==> config.mk <==
export PLATFORM = sky130hd
export DESIGN_NAME = uart_rx
export DESIGN_NICKNAME = d
export VERILOG_FILES = /design/src/rtl/uart_rx.sv
export SDC_FILE = /design/constraint.sdc
export NUM_CORES = 1
export LEC_CHECK = 0
export BUFFER_PORTS_ARGS = -buffer_cell sky130_fd_sc_hd__buf_2
export CAP_MARGIN = 20
export CORE_MARGIN = 3
export CORE_UTILIZATION = 30
export CTS_CLUSTER_DIAMETER = 80
export DETAILED_ROUTE_END_ITERATION = 10
export PLACE_DENSITY = 0.59
export SLEW_MARGIN = 25
export SYNTH_ARGS = -nofsm -noshare
export SYNTH_HDL_FRONTEND = slang
export SYNTH_SLANG_ARGS = --single-unit
==> constraint.sdc <==
create_clock -name i_Clock -period 1.78 [get_ports i_Clock]
set_input_delay 0.089 -clock i_Clock [delete_from_list [all_inputs] [get_ports i_Clock]]
set_output_delay 0.089 -clock i_Clock [all_outputs]
set_load 0.01 [all_outputs]
==> src/rtl/uart_rx.sv <==
// uart_rx: 8N1 serial receiver, LSB first, mid-bit sampling.
// Optional build macro UART_RX_MAJORITY_EN: each bit decision becomes a 2-of-3 vote
// over the last three synchronised samples (window ends on the decision cycle,
// so latency is the same as the single-sample build).
module uart_rx #(
  parameter int CLKS_PER_BIT = 217
) (
  input  logic       i_Clock,
  input  logic       i_Reset,
  input  logic       i_RX_Serial,
  output logic [7:0] o_RX_Byte,
  output logic       o_RX_DV,
  output logic       o_RX_Frame_Err,
  output logic       o_RX_Active
);

  // state        | meaning
  // IDLE         | line idle, waiting for a low on the synchronised line
  // RX_START_BIT | counting to mid start bit to confirm it is not a glitch
  // RX_DATA_BITS | sampling 8 data bits at their centres
  // RX_STOP_BIT  | sampling the stop bit at its centre, raising DV or frame error
  // CLEANUP      | one cycle for the pulses to drop before looking for a new start
  typedef enum logic [2:0] {
    IDLE         = 3'd0,
    RX_START_BIT = 3'd1,
    RX_DATA_BITS = 3'd2,
    RX_STOP_BIT  = 3'd3,
    CLEANUP      = 3'd4
  } state_t;

  localparam logic [7:0] CNT_LAST = 8'(CLKS_PER_BIT - 1);
  localparam logic [7:0] CNT_HALF = 8'((CLKS_PER_BIT - 1) / 2);

  state_t      state_q, state_d;
  logic        rx_meta_q, rx_sync_q;
  logic [7:0]  cnt_q, cnt_d;
  logic [2:0]  idx_q, idx_d;
  logic [7:0]  data_q, data_d;
  logic [7:0]  byte_q, byte_d;
  logic        dv_q, dv_d;
  logic        err_q, err_d;
  logic        active_q, active_d;
  logic        sample;

  // Two-flop synchroniser, preset to the idle-high line level
  always_ff @(posedge i_Clock or posedge i_Reset) begin
    if (i_Reset) begin
      rx_meta_q <= 1'b1;
      rx_sync_q <= 1'b1;
    end else begin
      rx_meta_q <= i_RX_Serial;
      rx_sync_q <= rx_meta_q;
    end
  end

`ifdef UART_RX_MAJORITY_EN
  logic rx_d1_q, rx_d2_q;

  // History of the synchronised line for the three-sample vote
  always_ff @(posedge i_Clock or posedge i_Reset) begin
    if (i_Reset) begin
      rx_d1_q <= 1'b1;
      rx_d2_q <= 1'b1;
    end else begin
      rx_d1_q <= rx_sync_q;
      rx_d2_q <= rx_d1_q;
    end
  end

  // 2-of-3 vote rejects a single-clock spike near the bit centre
  always_comb begin
    sample = (rx_sync_q & rx_d1_q) | (rx_sync_q & rx_d2_q) | (rx_d1_q & rx_d2_q);
  end
`else
  // Single sample taken on the decision cycle
  always_comb begin
    sample = rx_sync_q;
  end
`endif

  // State and datapath registers
  always_ff @(posedge i_Clock or posedge i_Reset) begin
    if (i_Reset) begin
      state_q  <= IDLE;
      cnt_q    <= 8'd0;
      idx_q    <= 3'd0;
      data_q   <= 8'h00;
      byte_q   <= 8'h00;
      dv_q     <= 1'b0;
      err_q    <= 1'b0;
      active_q <= 1'b0;
    end else begin
      state_q  <= state_d;
      cnt_q    <= cnt_d;
      idx_q    <= idx_d;
      data_q   <= data_d;
      byte_q   <= byte_d;
      dv_q     <= dv_d;
      err_q    <= err_d;
      active_q <= active_d;
    end
  end

  // Next-state decision
  always_comb begin
    state_d = state_q;
    case (state_q)
      IDLE: begin
        if (!rx_sync_q) state_d = RX_START_BIT;
      end
      RX_START_BIT: begin
        if (cnt_q == CNT_HALF) state_d = sample ? IDLE : RX_DATA_BITS;
      end
      RX_DATA_BITS: begin
        if (cnt_q == CNT_LAST && idx_q == 3'd7) state_d = RX_STOP_BIT;
      end
      RX_STOP_BIT: begin
        if (cnt_q == CNT_LAST) state_d = CLEANUP;
      end
      CLEANUP: state_d = IDLE;
      default: state_d = IDLE;
    endcase
  end

  // Counters, data capture and registered output pulses
  always_comb begin
    cnt_d  = cnt_q;
    idx_d  = idx_q;
    data_d = data_q;
    byte_d = byte_q;
    dv_d   = 1'b0;
    err_d  = 1'b0;
    case (state_q)
      IDLE: begin
        cnt_d = 8'd0;
        idx_d = 3'd0;
      end
      RX_START_BIT: begin
        cnt_d = (cnt_q == CNT_HALF) ? 8'd0 : cnt_q + 8'd1;
      end
      RX_DATA_BITS: begin
        if (cnt_q == CNT_LAST) begin
          cnt_d         = 8'd0;
          data_d[idx_q] = sample;
          idx_d         = (idx_q == 3'd7) ? 3'd0 : idx_q + 3'd1;
        end else begin
          cnt_d = cnt_q + 8'd1;
        end
      end
      RX_STOP_BIT: begin
        if (cnt_q == CNT_LAST) begin
          cnt_d = 8'd0;
          if (sample) begin
            byte_d = data_q;
            dv_d   = 1'b1;
          end else begin
            err_d  = 1'b1;
          end
        end else begin
          cnt_d = cnt_q + 8'd1;
        end
      end
      default: begin
        cnt_d = 8'd0;
        idx_d = 3'd0;
      end
    endcase
    active_d = (state_d == RX_START_BIT) || (state_d == RX_DATA_BITS) ||
               (state_d == RX_STOP_BIT);
  end

  // Output drive
  always_comb begin
    o_RX_Byte      = byte_q;
    o_RX_DV        = dv_q;
    o_RX_Frame_Err = err_q;
    o_RX_Active    = active_q;
  end

endmodule

* Word level (Yosys, flattened, before mapping)
Cells that the tools add are included. Widths: inputs -> output; s select.
Word-level totals: flip-flop bits (word level) 35, bits of input ports 3, memories kept 0, word-level logic and storage cells 56, bits in read-only memories 0, RAM bits 0, latch bits 0
Operators by class: bitwise gates (word level) 1, $mul 0, mux-type cells 21, add/sub/neg operators 2, shift-type cells 0, equality and inequality tests 10, div/mod/pow operators 0, $lt $le $gt $ge 2, reduce and logical (&&, ||, !) cells 10
Operators with widths (count):
- $mux 3 | 6
- $mux 8 | 2
- $pmux 8 s2 | 1
- $eq 3x2->1 const B | 4
- $pmux 3 s4 | 1
- $add 8x1->8 const B | 1
- $bwmux 8 | 1
- $eq 8x7->1 const B | 1
- $eq 8x8->1 const B | 1
- $mux 1 | 7
- $eq 3x1->1 const B | 2
- $pmux 3 s2 | 1
- $lt 3x4->1 const B | 1
- $reduce_and 2->1 | 2
- $reduce_or 2->1 | 2
- $add 3x1->3 const B | 1
- $demux 1 s3 | 1
- $eq 3x3->1 const B | 1
- $ge 3x1->1 const B | 1
- $logic_not 3->1 | 1
- $reduce_and 3->1 | 1
- $logic_and 1x1->1 | 2
- $logic_or 1x1->1 | 2
- $mux 2 | 1
- other kinds (2) | 2

* Longest topological paths before layout
depth after elaboration 7, depth in mapped cells 6, mapped depth without buffers 5

* Least setup slack after synthesis
No wires, ideal clock.
path kind reg2reg, from register cnt_q[0], to register data_q[4], path buffers 1, data required time 1.655 ns, cell stages (with the launch flop) 7, library setup time 0.125 ns, arrival 1.581 ns, setup slack 0.074 ns, period minus slack after synthesis 1.706 ns, cells stage by stage dfrtp_1 -> inv_1 -> ha_1 -> nand4b_4 -> buf_2 -> nor4_2 -> mux2_2
Between the ends: word-level cells in the longest chain between the ends 2
RTL lines:
- start, declared | RTL line 36 | logic [7:0] cnt_q, cnt_d;
- start signal, assigned | RTL line 94 | cnt_q <= cnt_d;
- $eq 8x8->1 | RTL line 142 | if (cnt_q == CNT_LAST) begin
- $reduce_and 2->1 (no line)
- end signal, assigned | RTL line 96 | data_q <= data_d;
- end, declared | RTL line 38 | logic [7:0] data_q, data_d;
No other way between the ends. A chain may end at the register's enable or synchronous reset.

* Worst setup path after layout
from register state_q[0], to register data_q[0]
Between the ends: word-level cells in the longest chain between the ends 2
RTL lines:
- start, declared | RTL line 34 | state_t state_q, state_d;
- start signal, assigned | RTL line 93 | state_q <= state_d;
- $eq 3x2->1 | RTL line 133 | case (state_q)
- $reduce_and 2->1 (no line)
No other way between the ends.

==> reports/metrics.yaml <==
power-per-cell-area_nw_per_um2: 721
hp-class: "register to register"
p_seq_share_pct: 51.7
utilization_pct: 38.3
detail-route-antenna-nets: 0
grt_max_degree: 36
drv_slew: 0
synth_top_flop_cell: "dfrtp_1"
cts-root-buf: "clkbuf_8"
via_per_inst: 5.00
ir_drop_v: 0.000634
synthDistinctLibCells: 40
setup_violations: 0
leakage_nw: 1.02
die_area_um2: 6870
grt_pass1_wl_mm: 6.07
grt_usage_pct: 10.8
dp_cells: 246
syn_inst: 157
critPathKind: "register to register"
first_global_vias: 1297
yosys_warnings: 0
cp-start-kind: "register"
fin_ws_ns: 0.0708
num_vias: 1279
crit_arrival_ns: 1.89
netlist_area_um2: 1770
setup_total_negative_slack_ns: 0
cts_buffers: 5
cts_tree: "built"
die_w_um: 82.9
final_layout_size_suffix_gt1_share_pct: 33.2
internal-power_mw: 1.22
h-tree-depth: 2
chipHeight_um: 82.9
status: "completed"
synth_nets: 164
seq_area_frac_synth_pct: 49.5
start_util_pct: 31.6
comb_power_share_pct: 1.9
fillers: 565
clk_pin_slew_worst_paths_ns: 0.07
syn_avg_cell_area_um2: 11.3
clock_latency_ns: 0.29
path_max_fanout: 2
syn2layout_area_growth_pct: 21.1
worst_slew_pin_slew_ns: 0.428
p_switching_mw: 0.324
drt_wl_total_mm: 3.49
max_freq_ghz: 0.585
grt-ovfl-total: 0
drt_iter0_drc: 120
post-route-period-util_pct: 96.0
finClkSkew_ns: 0.00598
post-route-min-period_ns: 1.71
antenna_cells: 0
cts_setup_buffers: 0
crit_path_end_kind: "register"
synth.largest_area_cell: "dfrtp_1"
fin_cells: 256
drv_cap: 0
detail_route.wl_per_cell_um: 13.6
drt_first_pass_iters: 4
synth_edf_count: 0
power_frac_clock_pct: 46.5
drc: 0
dp_hpwl_mm: 2.43
io_pins: 14
finalHoldViolCount: 0
multi_input_area_um2: 823
maxSlewHeadroom_pct: 71.5
synth_seq_cells: 35
routabilityCongestion: 0.758
fin_nets: 190
rsz0062_at_grt: "no"
p_total_mw: 1.55
switching_share_pct: 20.9
placement.io_buffers: 13
post-place-ws_ns: 0.0467
regArea_um2: 878
synth-async-reset-ratio_pct: 100
core_area_um2: 5610
antenna_found_initial: 0
clockBufferDepth: 2
worstPathRequired_ns: 1.96
yosys-top-cells-area: "dfrtp_1 47%, mux2_2 10%, dfstp_2 3.0%, o211ai_1 3.0%, ha_1 2.8%"
synth_top_area_share_pct: 46.5
rows: 27
numClockSinks: 35
[cell usage after synthesis (3+ instances only)]
master	count
nand3_1	7
nand4bb_1	3
ha_1	4
clkbuf_1	7
buf_2	5
mux2_2	16
nor2_1	6
o21ai_0	4
nand4_1	7
nor4_1	3
inv_1	7
nand2_1	6
a21oi_1	4
or3_1	3
dfrtp_1	33
o211ai_1	7
a22oi_1	3
[repair_timing]
item,in CTS,in global routing
gates resized for setup,0,3
hold buffers,2,0
hold endpoints to repair,34,0
endpoints found under the setup margin,0,14
[sequential cells by signal, indices dropped and copies added, names as in the netlist]
signal	cells
state_q	3
data_q	8
rx_meta_q	1
idx_q	3
cnt_q	8
o_RX_Byte	8
o_RX_Frame_Err	1
o_RX_DV	1
o_RX_Active	1
rx_sync_q	1
[path summary, 6_finish.rpt]
check	startpoint	cells past startpoint	slack, ns	end
setup / recovery	state_q[0]$_DFF_PP0_	3	0.07	data_q[0]$_DFFE_PP0P_
hold / removal	rx_meta_q$_DFF_PP1_	0	0.36	rx_sync_q$_DFF_PP1_
setup reg to reg	state_q[0]$_DFF_PP0_	3	0.07	data_q[0]$_DFFE_PP0P_
hold reg to reg	rx_meta_q$_DFF_PP1_	0	0.36	rx_sync_q$_DFF_PP1_
max in group asynchronous	i_Reset	4	1.02	rx_sync_q$_DFF_PP1_
min in group asynchronous	i_Reset	4	0.43	o_RX_Byte[1]$_DFFE_PP0P_
[cell type report]
class                   count  share of cell area (%)
well taps                  72                    4.19
inverters                   7                    1.22
clock buffers               5                    3.20
multi-input cells         103                    38.3
clock inverters             3                    2.04
flip-flops and latches     35                    40.9
repair buffers             31                    10.1
[worst max-delay path, cell delays in order (launching register included)]
cell     delay, ns
dfrtp_1       0.38
or4b_1        0.58
nor4_1        0.27
mux2_2        0.37
[cell usage in the layout (no fill, tap or decap), drive strengths merged, types with 3 or more instances in the layout]
cell type and n:
inv 7, o21ai 6, dfrtp 33, o211ai 7, buf 29, nor3 3
nand2 6, clkbuf 5, nand4bb 3, nor4 4, nand3 7, or3 3
mux2 16, nand4 7, nor2 6, a22oi 3, a21oi 4, ha 4
nand4b 3
[power by group through the flow]
stage	Clock (mW)	Combinational [mW]	Sequential, mW
CTS	0.740	0.0313	0.800
finish	0.719	0.0291	0.800
floorplan	0	0.0162	0.815
detailed placement	0	0.0278	0.815
global route	0.784	0.0342	0.800
global placement	0	0.0279	0.815
[cells by family (layout without fill, tap and decap cells)]
| family | after synthesis | in the layout | synth area share, % |
|---|---|---|---|
| compound gates | 26 | 26 | 9.80 |
| mux | 16 | 16 | 10.2 |
| flops | 35 | 35 | 49.5 |
| xor+xnor | 3 | 3 | 1.48 |
| simple gates | 54 | 54 | 21.9 |
| fa+ha+maj | 4 | 4 | 2.82 |
| buf+inv | 19 | 46 | 4.37 |
[routing by layer]
metal / routed length (um) / vias up / global-route usage (%) / part of all wire (%)
met5: 0 / - / 0 / 0
met4: 55 / 0 / 3.57 / 1.6
met3: 107 / 7 / 3.47 / 3.1
met2: 1610 / 16 / 17.2 / 46
met1: 1720 / 617 / 13.9 / 49
li1: - / 639 / - / -
[per-stage QoR]
step           area [um^2]  hold WS (ns)
6_report              2150         0.363
5_1_grt               2150         0.368
4_1_cts               2140         0.366
3_5_place_dp          2010         0.196
3_3_place_gp          2010         0.197
2_1_floorplan         1770        0.0935
Power figures use the tool's default switching activity.
